[src/rtl/alu_pkg.sv]
// rtl/alu_pkg.sv - shared opcode constants, FSM state type and opcode helpers
// for the ALU op sequencer.
package alu_pkg;

  localparam logic [3:0] OP_ADD = 4'd0;
  localparam logic [3:0] OP_SUB = 4'd1;
  localparam logic [3:0] OP_AND = 4'd2;
  localparam logic [3:0] OP_OR  = 4'd3;
  localparam logic [3:0] OP_ROL = 4'd4;
  localparam logic [3:0] OP_SRA = 4'd5;
  localparam logic [3:0] OP_XOR = 4'd6;
  localparam logic [3:0] OP_SGT = 4'd7;

  typedef enum logic {
    ST_IDLE = 1'b0,
    ST_EXEC = 1'b1
  } seq_state_t;

  // Opcodes 8..15 are not defined for the ALU and come back as errors.
  function automatic logic op_is_err(input logic [3:0] op);
    return op[3];
  endfunction

  function automatic logic op_has_carry(input logic [3:0] op);
    return (op == OP_ADD) || (op == OP_SUB);
  endfunction

endpackage

[src/rtl/alu_rsp_fifo.sv]
// rtl/alu_rsp_fifo.sv - first-word-fall-through response FIFO; payload and
// pointers reset to zero, push and pop in one cycle allowed even when full.
module alu_rsp_fifo #(
  parameter int DATA_W = 10,
  parameter int DEPTH  = 4
) (
  input  logic                     clk,
  input  logic                     rst,
  input  logic                     in_tvalid,
  input  logic [DATA_W-1:0]        in_tdata,
  output logic                     out_tvalid,
  input  logic                     out_tready,
  output logic [DATA_W-1:0]        out_tdata,
  output logic [$clog2(DEPTH):0]   count
);

  localparam int PTR_W = $clog2(DEPTH);
  localparam int CNT_W = PTR_W + 1;

  logic [DATA_W-1:0] mem_q [DEPTH];
  logic [DATA_W-1:0] mem_d [DEPTH];
  logic [PTR_W-1:0]  wr_ptr_q, wr_ptr_d;
  logic [PTR_W-1:0]  rd_ptr_q, rd_ptr_d;
  logic [CNT_W-1:0]  cnt_q, cnt_d;
  logic              full;
  logic              do_push;
  logic              do_pop;

  assign full       = (cnt_q == CNT_W'(DEPTH));
  assign out_tvalid = (cnt_q != '0);
  assign out_tdata  = mem_q[rd_ptr_q];
  assign count      = cnt_q;
  assign do_pop     = out_tvalid && out_tready;
  assign do_push    = in_tvalid && (!full || do_pop);

  always_comb begin
    mem_d    = mem_q;
    wr_ptr_d = wr_ptr_q;
    rd_ptr_d = rd_ptr_q;
    cnt_d    = cnt_q;
    if (do_push) begin
      mem_d[wr_ptr_q] = in_tdata;
      wr_ptr_d        = wr_ptr_q + PTR_W'(1);
    end
    if (do_pop) begin
      rd_ptr_d = rd_ptr_q + PTR_W'(1);
    end
    if (do_push && !do_pop) begin
      cnt_d = cnt_q + CNT_W'(1);
    end else if (do_pop && !do_push) begin
      cnt_d = cnt_q - CNT_W'(1);
    end
  end

  always_ff @(posedge clk or posedge rst) begin
    if (rst) begin
      for (int i = 0; i < DEPTH; i++) begin
        mem_q[i] <= '0;
      end
      wr_ptr_q <= '0;
      rd_ptr_q <= '0;
      cnt_q    <= '0;
    end else begin
      mem_q    <= mem_d;
      wr_ptr_q <= wr_ptr_d;
      rd_ptr_q <= rd_ptr_d;
      cnt_q    <= cnt_d;
    end
  end

endmodule

[src/rtl/alu_op_sequencer.sv]
// rtl/alu_op_sequencer.sv - IDLE/EXEC sequencer driving an external combinational ALU
// into a response FIFO; define ALU_SEQ_ACCUM_EN for the accumulator operand path.
module alu_op_sequencer
  import alu_pkg::*;
#(
  parameter int WIDTH     = 8,
  parameter int RSP_DEPTH = 4
) (
  input  logic             clk,
  input  logic             rst,
  input  logic             cmd_valid,
  output logic             cmd_ready,
  input  logic [3:0]       cmd_opcode,
  input  logic [WIDTH-1:0] cmd_a,
  input  logic [WIDTH-1:0] cmd_b,
  input  logic [4:0]       cmd_shift,
`ifdef ALU_SEQ_ACCUM_EN
  input  logic             cmd_use_acc,
`endif
  output logic [3:0]       alu_opcode,
  output logic [WIDTH-1:0] alu_input1,
  output logic [WIDTH-1:0] alu_input2,
  output logic [4:0]       alu_shiftValue,
  input  logic [WIDTH-1:0] alu_result,
  input  logic             alu_carry,
  output logic             rsp_valid,
  input  logic             rsp_ready,
  output logic [WIDTH-1:0] rsp_result,
  output logic             rsp_carry,
  output logic             rsp_err,
  output logic             busy
);

  localparam int RSP_W = WIDTH + 2;
  localparam int CNT_W = $clog2(RSP_DEPTH) + 1;

  seq_state_t       state_q, state_d;
  logic             ready_en_q, ready_en_d;
  logic [3:0]       alu_opcode_q, alu_opcode_d;
  logic [WIDTH-1:0] alu_input1_q, alu_input1_d;
  logic [WIDTH-1:0] alu_input2_q, alu_input2_d;
  logic [4:0]       alu_shift_q, alu_shift_d;
  logic             stage_valid_q, stage_valid_d;
  logic [RSP_W-1:0] stage_data_q, stage_data_d;

  logic [CNT_W-1:0] fifo_count;
  logic [CNT_W:0]   occupancy;
  logic             fifo_tvalid;
  logic [RSP_W-1:0] fifo_tdata;
  logic [WIDTH-1:0] op_a;
  logic             accept;
  logic             exec_err;
  logic             exec_carry;
  logic [WIDTH-1:0] exec_result;

`ifdef ALU_SEQ_ACCUM_EN
  logic [WIDTH-1:0] acc_q, acc_d;
  assign op_a = cmd_use_acc ? acc_q : cmd_a;
`else
  assign op_a = cmd_a;
`endif

  // A result sitting in the staging register already owns a FIFO slot.
  assign occupancy   = {1'b0, fifo_count} + {{CNT_W{1'b0}}, stage_valid_q};
  assign cmd_ready   = ready_en_q && (state_q == ST_IDLE) &&
                       (occupancy < (CNT_W+1)'(RSP_DEPTH));
  assign accept      = cmd_valid && cmd_ready;
  assign exec_err    = op_is_err(alu_opcode_q);
  assign exec_carry  = op_has_carry(alu_opcode_q) ? alu_carry : 1'b0;
  assign exec_result = exec_err ? '0 : alu_result;

  assign alu_opcode     = alu_opcode_q;
  assign alu_input1     = alu_input1_q;
  assign alu_input2     = alu_input2_q;
  assign alu_shiftValue = alu_shift_q;

  assign busy = (state_q != ST_IDLE) || stage_valid_q || fifo_tvalid;

  always_comb begin
    state_d       = state_q;
    ready_en_d    = 1'b1;
    alu_opcode_d  = alu_opcode_q;
    alu_input1_d  = alu_input1_q;
    alu_input2_d  = alu_input2_q;
    alu_shift_d   = alu_shift_q;
    stage_valid_d = 1'b0;
    stage_data_d  = stage_data_q;
`ifdef ALU_SEQ_ACCUM_EN
    acc_d         = acc_q;
`endif
    case (state_q)
      ST_IDLE: begin
        if (accept) begin
          alu_opcode_d = cmd_opcode;
          alu_input1_d = op_a;
          alu_input2_d = cmd_b;
          alu_shift_d  = cmd_shift;
          state_d      = ST_EXEC;
        end
      end
      ST_EXEC: begin
        // Capture at end of EXEC; the FIFO write follows on the next edge.
        stage_valid_d = 1'b1;
        stage_data_d  = {exec_err, exec_carry, exec_result};
        state_d       = ST_IDLE;
`ifdef ALU_SEQ_ACCUM_EN
        if (!exec_err) begin
          acc_d = alu_result;
        end
`endif
      end
      default: state_d = ST_IDLE;
    endcase
  end

  always_ff @(posedge clk or posedge rst) begin
    if (rst) begin
      state_q       <= ST_IDLE;
      ready_en_q    <= 1'b0;
      alu_opcode_q  <= '0;
      alu_input1_q  <= '0;
      alu_input2_q  <= '0;
      alu_shift_q   <= '0;
      stage_valid_q <= 1'b0;
      stage_data_q  <= '0;
`ifdef ALU_SEQ_ACCUM_EN
      acc_q         <= '0;
`endif
    end else begin
      state_q       <= state_d;
      ready_en_q    <= ready_en_d;
      alu_opcode_q  <= alu_opcode_d;
      alu_input1_q  <= alu_input1_d;
      alu_input2_q  <= alu_input2_d;
      alu_shift_q   <= alu_shift_d;
      stage_valid_q <= stage_valid_d;
      stage_data_q  <= stage_data_d;
`ifdef ALU_SEQ_ACCUM_EN
      acc_q         <= acc_d;
`endif
    end
  end

  alu_rsp_fifo #(
    .DATA_W (RSP_W),
    .DEPTH  (RSP_DEPTH)
  ) u_rsp_fifo (
    .clk        (clk),
    .rst        (rst),
    .in_tvalid  (stage_valid_q),
    .in_tdata   (stage_data_q),
    .out_tvalid (fifo_tvalid),
    .out_tready (rsp_ready),
    .out_tdata  (fifo_tdata),
    .count      (fifo_count)
  );

  assign rsp_valid = fifo_tvalid;
  assign {rsp_err, rsp_carry, rsp_result} = fifo_tdata;

endmodule

[config.mk]
export PLATFORM = sky130hd
export DESIGN_NAME = alu_op_sequencer
export DESIGN_NICKNAME = d
export VERILOG_FILES = /design/src/rtl/alu_pkg.sv /design/src/rtl/alu_rsp_fifo.sv /design/src/rtl/alu_op_sequencer.sv
export SDC_FILE = /design/constraint.sdc
export NUM_CORES = 1
export LEC_CHECK = 0
export ABC_CLOCK_PERIOD_IN_PS = 3000
export BUFFER_PORTS_ARGS = -buffer_cell sky130_fd_sc_hd__buf_2
export CAP_MARGIN = 20
export CORE_MARGIN = 8
export CORE_UTILIZATION = 25
export CTS_BUF_LIST = sky130_fd_sc_hd__clkbuf_4
export CTS_CLUSTER_DIAMETER = 120
export CTS_CLUSTER_SIZE = 16
export DETAILED_ROUTE_END_ITERATION = 10
export GPL_TIMING_DRIVEN = 1
export MAX_ROUTING_LAYER = met4
export PLACE_DENSITY = 0.47
export SYNTH_ARGS = -nofsm -noshare
export SYNTH_HDL_FRONTEND = slang
export SYNTH_SLANG_ARGS = --single-unit
[constraint.sdc]
create_clock -name clk -period 3 [get_ports clk]
set_input_delay 0.15 -clock clk [delete_from_list [all_inputs] [get_ports clk]]
set_output_delay 0.15 -clock clk [all_outputs]
set_load 0.01 [all_outputs]
==> results.md <==
Worst setup path:
- The largest stage delay on the critical path is 0.88 ns.
- The critical path is of the flop to primary output type.
- The endpoint arrival time on the critical path is 2.11 ns.
- The cell at the slowest stage of the critical path is dfrtp_1.
- Grouping stages by cell kind, the critical path spends the most delay in flip-flops.
- The sum of buffers and inverters on the critical path is 1.
- The worst setup path is launched from a flop.
- The maximum fanout along the worst path is 12.
- The worst setup path is captured at a primary output.
- The signal on the critical path passes through mux4_2, buf_2.
- The data required time at the worst endpoint is 2.85 ns.

Floorplanning:
- The vertical die dimension is 135 µm.
- The die covers 18300 µm².
- The die is 135 µm wide.
- The floorplan core area is 13900 µm².
- The number of placed I/O pins is 76.
- The initial utilization of the core area, before any placement, comes to 25.6%.
- The number of core rows is 43.

Yosys:
- The synthesized net count is 276.
- For this run, the number of Yosys warnings is 0.
- The synthesized area divided by synthesized cell count is 15.3 µm².
- The number of unique standard cell types used by synthesis is 24.
- The sequential area share after synthesis is 59.9%.
- The flop and latch count out of synthesis is 85.
- The synthesized cell area is 3550 µm².
- The cell count after synthesis is 232.

Pwr:
- For this design the total switching power over the nets is 1.40 mW.
- In this run switching power makes up 34.1% of total power.
- The worst IR drop on VDD is 0.416 mV.
- The internal power consumption is 2.70 mW.
- Dividing total power by cell area gives a power density of 890 nW/µm².
- For this design the static power due to leakage is 2.16 nW.
- The sequential share of power is 50.5%.
- The design draws 4.11 mW.
- The power share of the clock group is 13.3%.
- The power share of the combinational group is 36.2%.

Placed design:
- Port buffering added 75 buffers.
- The final estimated routing congestion in global placement is 0.674.
- The half-perimeter wire length after placement is 5.55 mm.
- The post-placement cell count is 484.

Worst hold path:
- The worst hold path belongs to the class input pin to flop.

CTS:
- The clock passes through at most 2 buffers.
- In this run the clock root is driven by a clkbuf_4.
- TritonCTS built the clock tree.
- The number of buffers inserted during clock tree synthesis is 9.
- The level count of the clock H-tree is 3.
- The post-CTS setup buffer count is 0.
- Hold repair after CTS inserted 35 buffers.
- For this design, the sink count on the clock tree is 85.
- The clock-pin transition on the worst setup and hold timing paths is 0.11 ns.
- For the worst-skew pair, the clock arrives at the later sink with an insertion delay of 0.43 ns.
- The number of gates resized after CTS was 0.

Finish:
- The final net count is 394.
- The filler cells instantiated in the layout total 1401.
- Once layout is complete, the utilization of the core stands at 33.3%.
- From synthesis to final layout, the design area changed by 29.9%.
- Excluding fillers, the count of instances in the completed layout stands at 535.
- Summing all multi-input logic gate instances after layout gives 1350 µm².
- Of the cells placed in the final design, the portion with a size suffix greater than 1 is 50.3%.
- The area used by sequential logic in the layout is 2130 µm².

STA:
- The part of the cycle the worst path needs is 75.2%.
- After routing, the total negative slack on setup checks comes to 0 ns.
- Setup repair after global routing left no endpoint under its margin.
- Setup violations remaining at the end of the flow were counted as 0.
- The upper clock frequency limit is 443 MHz.
- For the pin with the worst max-slew slack, the measured transition is 0.900 ns.
- Across the routed clock network, the largest skew measured is 0.00753 ns.
- The number of slew-limit violations in the final report is 0.
- The number of endpoints with negative hold slack in the final report was 0.
- The worst max-slew margin expressed relative to the limit is 39.9%.
- The final period demand of the worst path is 2.26 ns.

Drt:
- The detail-routed net length per standard cell is 15.4 µm.
- In this run, the number of DRC markers left after iteration 0 of detailed routing was 71.
- The detailed-routing wirelength on met1 is 3.82 mm.
- After detailed routing, the number of vias per cell comes to 4.17.
- Detailed routing inserted a total of 2229 vias.
- Summed over all nets, wire length on met3 after detailed routing comes to 541 µm.
- The length of the first detailed-routing pass in iterations is 4.
- Summed over all layers, the routed wires come to 8.26 mm.
- The residual DRC count is 0.
- The highest layer touched by signal routing is met4.
- The length of routed met2 wiring is 3.84 mm.
- In this run the remaining antenna-violating nets after routing total 0.

GRT:
- The global-route wire length before repair is 13.7 mm.
- Entering global routing, the biggest net connects 51 pins.
- Global routing used 9.98% of the available tracks across all layers.
- The total overflow left after global routing is 0.
- The initial antenna violation count came to 1.
- The via count of the first global-routing pass is 2649.

Run status:
- The run finished with clean final reports.

Job:
- The count of maximum capacitance violations is 0.
layout by cell type (no fill, tap or decap), types with 2 or more instances in the layout:
master and count:
o21ai_0 7, xnor2_1 4, mux2_2 69, mux4_2 10
nand2_1 13, clkbuf_4 12, dlygate4sd3_1 35, nor2b_1 2
nor2_1 2, ha_1 5, inv_1 12, nor2_2 4
xor2_1 2, clkinv_2 3, dfrtp_1 85, nand3_1 2
buf_2 75
power groups by stage:
stage | logic, mW | clock network (mW) | registers, mW
floorplan | 0.968 | 0 | 2.01
global placement | 1.47 | 0 | 2.07
detailed placement | 1.49 | 0 | 2.10
CTS | 1.53 | 0.588 | 2.08
global route | 1.65 | 0.632 | 2.17
finish | 1.49 | 0.545 | 2.07
stage by stage:
| stage | setup WS, ns | hold slack, ns | cell area, µm² |
|---|---|---|---|
| 6_report | 0.744 | 0.230 | 4620 |
| 5_1_grt | 0.528 | 0.166 | 4620 |
| 4_1_cts | 0.606 | 0.175 | 4610 |
| 3_5_place_dp | 0.745 | 0.363 | 4160 |
| 3_3_place_gp | 0.821 | 0.356 | 4160 |
| 2_1_floorplan | 0.657 | 0.267 | 3550 |
Yosys cell counts (all sizes together):
cell type  number  area [µm²]
xnor2           4        35.0
fa              1        20.0
or4b            1        10.0
and3            1        6.26
buf             3        15.0
nor4b           2        32.5
mux2           69         777
or3             1        6.26
nand3           2        10.0
nand2          13        48.8
o21ai           7        35.0
nand4           1        12.5
conb            1        3.75
o22ai           1        6.26
dfrtp          85        2130
ha              5        62.6
inv            13        48.8
mux4           10         225
xor2            2        17.5
nor2            6        32.5
nor2b           2        12.5
clkbuf          2        7.51
final timing paths:
| path | start | cells after the start | slack [ns] | to |
|---|---|---|---|---|
| min in group asynchronous | rst | 3 | 0.40 | alu_input1[3] |
| max reg2reg | u_rsp_fifo.count[0] | 6 | 0.75 | u_rsp_fifo.count[1] |
| min reg2reg | alu_shiftValue[1] | 1 | 0.51 | alu_shiftValue[1] |
| max | u_rsp_fifo.rd_ptr_q[0] | 2 | 0.74 | rsp_err |
| max in group asynchronous | rst | 4 | 1.91 | u_rsp_fifo.mem_q[11] |
| min | alu_carry | 3 | 0.23 | stage_data_q[8] |
flip-flops by register name, summed over array words and instances, names as in the netlist:
signal and flops:
alu_opcode 4, ready_en_q 1, u_rsp_fifo.rd_ptr_q 2, stage_valid_q 1, alu_shiftValue 5, u_rsp_fifo.count 3, state_q 1, alu_input1 8
alu_input2 8, u_rsp_fifo.wr_ptr_q 2, stage_data_q 10, u_rsp_fifo.mem_q 40
final cells by class:
type | instances | area share (%)
clock inverter | 3 | 0.298
antenna | 1 | 0.0542
clock buffer | 12 | 1.95
inverter | 13 | 1.08
timing repair buffer | 112 | 16.3
tap | 180 | 4.88
sequential | 85 | 46.1
multi-input combinational | 129 | 29.3
per-layer routing:
layer	global-route usage [%]	vias to the layer above
met3	4.75	7
met2	15.0	75
met1	11.9	1095
met4	2.22	0
met5	-	-
li1	-	1052
worst min-delay path, cell delays in order:
cell and delay, ns:
buf_2 0.09, nor4b_1 0.13, mux2_2 0.25
logic make-up (layout without fill, tap and decap cells):
kind of cell	count (synthesis)	count (layout)	share of synthesized area (%)
simple gates	29	29	4.83
buf+inv	18	140	2.01
xor+xnor	6	6	1.48
flops	85	85	59.9
compound gates	8	8	1.16
mux	79	79	28.2
other cells	1	2	0.106
fa+ha+maj	6	6	2.32
Power figures use the tool's default switching activity.
